--- src/rtl/req_chan_rcvr.sv ---
// Request-channel receiver: accepts a_* requests into an in-order FIFO and presents the head to slave logic.
// Optional atomic-request rejection is enabled by defining REQC_S_ATOP_CHK_EN.
module req_chan_rcvr #(
  parameter int DEPTH_LOG2 = 2
) (
  input  logic                  clk,
  input  logic                  rst_n,
  input  logic                  a_valid,
  output logic                  a_ready,
  input  logic [3:0]            a_id,
  input  logic [31:0]           a_addr,
  input  logic [5:0]            a_atop,
  output logic                  rq_valid,
  output logic [3:0]            rq_id,
  output logic [31:0]           rq_addr,
  input  logic                  rq_take,
  output logic [DEPTH_LOG2:0]   rq_cnt,
  output logic                  atop_err
);

  localparam int DEPTH = 1 << DEPTH_LOG2;
  localparam logic [DEPTH_LOG2:0]   FULL_CNT = (DEPTH_LOG2 + 1)'(DEPTH);
  localparam logic [DEPTH_LOG2:0]   CNT_ONE  = (DEPTH_LOG2 + 1)'(1);
  localparam logic [DEPTH_LOG2-1:0] PTR_ONE  = DEPTH_LOG2'(1);

  typedef struct packed {
    logic [3:0]  id;
    logic [31:0] addr;
  } req_t;

  req_t                  mem_q [DEPTH];
  logic [DEPTH_LOG2-1:0] wptr_q, wptr_d;
  logic [DEPTH_LOG2-1:0] rptr_q, rptr_d;
  logic [DEPTH_LOG2:0]   cnt_q, cnt_d;
  logic                  push, store, pop;

  // Handshake signals depend only on registered count, never on a_valid or rq_take.
  assign a_ready  = (cnt_q != FULL_CNT);
  assign rq_valid = (cnt_q != '0);
  assign rq_cnt   = cnt_q;
  assign push     = a_valid & a_ready;
  assign pop      = rq_take & rq_valid;

  // Head is masked while empty so stale storage never leaks onto the outputs.
  assign rq_id   = rq_valid ? mem_q[rptr_q].id   : '0;
  assign rq_addr = rq_valid ? mem_q[rptr_q].addr : '0;

`ifdef REQC_S_ATOP_CHK_EN
  logic atop_err_q;

  assign store    = push & (a_atop == 6'b000000);
  assign atop_err = atop_err_q;

  always_ff @(posedge clk or negedge rst_n) begin
    if (!rst_n) begin
      atop_err_q <= 1'b0;
    end else if (push && (a_atop != 6'b000000)) begin
      atop_err_q <= 1'b1;
    end
  end
`else
  logic unused_atop;

  assign store       = push;
  assign atop_err    = 1'b0;
  assign unused_atop = ^a_atop;
`endif

  // NOTE: every variable gets a default at the top of always_comb so no path leaves it unassigned (no latch).
  always_comb begin
    wptr_d = wptr_q;
    rptr_d = rptr_q;
    cnt_d  = cnt_q;
    if (store) wptr_d = wptr_q + PTR_ONE;
    if (pop)   rptr_d = rptr_q + PTR_ONE;
    case ({store, pop})
      2'b10:   cnt_d = cnt_q + CNT_ONE;
      2'b01:   cnt_d = cnt_q - CNT_ONE;
      default: cnt_d = cnt_q;
    endcase
  end

  // NOTE: sequential state uses non-blocking assignments so all registers update from pre-edge values.
  always_ff @(posedge clk or negedge rst_n) begin
    if (!rst_n) begin
      wptr_q <= '0;
      rptr_q <= '0;
      cnt_q  <= '0;
    end else begin
      wptr_q <= wptr_d;
      rptr_q <= rptr_d;
      cnt_q  <= cnt_d;
    end
  end

  // NOTE: storage is deliberately not reset; count/pointers define validity and outputs are masked when empty.
  always_ff @(posedge clk) begin
    if (store) begin
      mem_q[wptr_q] <= '{id: a_id, addr: a_addr};
    end
  end

endmodule

--- config.mk ---
export PLATFORM = sky130hd
export DESIGN_NAME = req_chan_rcvr
export DESIGN_NICKNAME = d
export VERILOG_FILES = /design/src/rtl/req_chan_rcvr.sv
export SDC_FILE = /design/constraint.sdc
export NUM_CORES = 1
export LEC_CHECK = 0
export ABC_CLOCK_PERIOD_IN_PS = 3700
export CAP_MARGIN = 20
export CORE_UTILIZATION = 50
export DETAILED_ROUTE_END_ITERATION = 7
export GPL_TIMING_DRIVEN = 1
export PLACE_DENSITY = 0.73
export SETUP_SLACK_MARGIN = 0.1
export SYNTH_ARGS = -nofsm -noshare
export SYNTH_HDL_FRONTEND = slang
export SYNTH_SLANG_ARGS = --single-unit
--- constraint.sdc ---
create_clock -name clk -period 3.7 [get_ports clk]
set_clock_uncertainty 0.15 [all_clocks]
set_input_delay 0.37 -clock clk [delete_from_list [all_inputs] [get_ports clk]]
set_output_delay 0.37 -clock clk [all_outputs]
set_load 0.02 [all_outputs]
==> metrics.txt <==
Worst-Margin Slew roughly 1 ns; reg2reg path depth 8; synth warn 0; share of cells above drive strength 1 between 20% and 30%; RR Startpoint rq_cnt[0]; initial antenna violation count 0; largest net degree at the start of global routing 37; final net count ~410; clock root buffer clkbuf_16; Mapped Area around 6000 um^2; H-tree levels 4; GRT Overall Usage around a fifth; Worst EP arrival between 2 and 3 ns; clk_lat worst skew about 0.41 ns; switching power 0.00198 W; global-route wire length before repair approximately 16000 um; IO Count 88; Tmin final about 3.2 ns; Setup Crit Path Kind reg2out; syn avg cell area between 20 and 25 um^2; diode count 0; cts hold-fix bufs 0; CTS tree yes; initial DRC count 131; buffers added on ports 80; maximum clock path buffer count 2; # setup viols final 0; Worst setup SP type flip-flop; Pleak about 2.5 nW; synthesized flop and latch total ~150; GPL Wtd Cong ~0.67; die footprint between 10000 and 15000 um^2; Worst Setup End Kind output pin; clock power share 25.3%; drt first pass iters 5; status completed; clk slew on worst S/H paths 0.06 ns; Distinct cells, synth 22; drc violations 0; Comb power frac a little under two fifths; switching share of total power a little under a third; Post-Layout Cell Count 515; HP Class in2async; FP Rows 39; cell-internal power between 0.004 and 0.005 W; final slew viol count 0; TritonCTS Sinks between 150 and 200; DP HPWL 5980 um; highest clock rate 0.317 GHz; Post-Syn Nets 319; Via density ~5.3; PwrDens slightly below 900 nW/um^2; post_cts resized 0; Syn-to-layout area delta 26.5%; Tcrit/Tclk final 85.2%; DIE HEIGHT 110 um; Crit Path Max Fanout 21; total core area 11400 um^2; Final ANT Viol Nets 0; Slew Limit Headroom roughly a third; Worst VDD drop 0.000573 V; sequential fraction of the synthesis area ~77%; final WL 10200 um; Req. time, crit path between 3 and 4 ns; flop2flop setup slack around 1.1 ns; Num CTS Buffers 17; Initial Utilization between 50% and 60%; setup_tns 0 ns; Placed Cells 484; Post-CTS Setup Bufs 0; final-report hold violation count 0; max cap viols 0; DR vias 2734; Syn Inst Count 267; vias in the first global route ~3000; Flop pwr share 37.1%; RSZ-0062 raised after global routing no; Congestion Overflow GR 0; WL/cell a little under 20 um; Critical R2R Capture rq_cnt[2]; Die Span X approximately 110 um
layout by cell type, fill, tap and decap left out, types with 2 or more instances in the layout:
cell type and n:
and2_1 37, and3_2 4, buf_12 2, buf_4 5
bufinv_16 3, clkbuf_1 3, clkbuf_16 17, clkdlybuf4s50_1 80
clkinv_1 3, clkinv_2 3, dfrtp_1 5, dfrtp_2 2
edfxtp_1 144, ha_1 5, inv_1 6, mux4_2 36
xnor2_1 3, xor2_1 3
through the flow:
| stage | setup slack [ns] | hold slack, ns | total power [W] | area [um^2] | utilization (%) |
|---|---|---|---|---|---|
| 6_report | 0.547 | 0.0662 | 0.00660 | 7420 | 65.0 |
| 5_1_grt | 0.370 | 0.0884 | 0.00694 | 7420 | 65.0 |
| 4_1_cts | 0.478 | 0.0613 | 0.00669 | 7420 | 65.0 |
| 3_5_place_dp | 0.940 | 0.361 | 0.00501 | 6850 | 60.0 |
| 3_3_place_gp | 0.946 | 0.368 | 0.00497 | 6850 | 60.0 |
| 2_1_floorplan | 1.34 | -0.0756 | 0.00396 | 5870 | - |
registers in the layout (all words and copies together), names as in the netlist:
name and flops:
mem_q 144, rq_cnt 3, rptr_q 2, wptr_q 2
metal layers:
layer  global-route usage [%]  wire, um  vias to the layer above
li1                         -         -                     1247
met1                     23.2      4310                     1391
met2                     31.3      5170                       82
met3                     5.58       534                       14
met4                     8.27       178                        0
met5                        0         0                        -
power by group through the flow:
stage                     combinational, W  clock (W)  sequential (W)
final                              0.00249    0.00167         0.00245
after global routing               0.00269    0.00176         0.00249
after CTS                          0.00254    0.00169         0.00246
after detailed placement           0.00252          0         0.00249
after global placement             0.00251          0         0.00247
after floorplan                    0.00157          0         0.00239
logic make-up (layout without fill, tap and decap cells):
kind of cell	Yosys count	in the layout	share of synthesized area, %
DFF	151	151	76.7
xor gates and xnor gates	6	6	0.895
other	1	1	0.0639
and+or+nand+nor	46	46	4.97
adders and majority gates	6	6	1.41
muxes	38	38	14.2
buffers and inverters	19	124	1.77
how the worst max path moves through the flow:
stage,start,endpoint,slack (ns),depth (start not counted)
after floorplan,rq_cnt[2],rq_cnt[2],1.34,9
after CTS,rq_cnt[0],rq_addr[1],0.48,4
after global placement,rq_cnt[0],rq_addr[1],0.95,4
after global routing,rq_cnt[0],rq_addr[1],0.37,4
after detailed placement,rq_cnt[0],rq_addr[1],0.94,4
final,rq_cnt[0],rq_addr[1],0.55,4
synth_stat cells:
| cell type | number | share of area [%] |
|---|---|---|
| and2_1 | 37 | 3.9 |
| and2_4 | 1 | 0.15 |
| and3_1 | 4 | 0.43 |
| buf_2 | 5 | 0.43 |
| buf_4 | 1 | 0.13 |
| buf_6 | 3 | 0.58 |
| clkbuf_1 | 4 | 0.26 |
| conb_1 | 1 | 0.064 |
| dfrtp_1 | 7 | 3.0 |
| edfxtp_1 | 144 | 74 |
| fa_1 | 1 | 0.34 |
| ha_1 | 5 | 1.1 |
| inv_1 | 6 | 0.38 |
| mux2_4 | 1 | 0.26 |
| mux2i_1 | 1 | 0.17 |
| mux4_2 | 36 | 14 |
| nand3_1 | 1 | 0.085 |
| nor2_1 | 1 | 0.064 |
| or3_1 | 1 | 0.11 |
| or3b_4 | 1 | 0.19 |
| xnor2_1 | 3 | 0.45 |
| xor2_1 | 3 | 0.45 |
area by class of cell:
cell class / instances / area [um^2]
fillers: 813 / 4000
repair buffers: 87 / 878
clock inverters: 11 / 133
clock buffers: 20 / 437
flip-flops and latches: 151 / 4500
well taps: 143 / 179
multi-input cells: 97 / 1270
inverters: 6 / 22.5
critical path, stage by stage, from the launching register on:
cell and delay, ns:
dfrtp_1 0.42, or3_1 0.66, buf_4 0.35, and2_1 0.18, clkdlybuf4s50_1 0.61
Power figures use the tool's default switching activity.
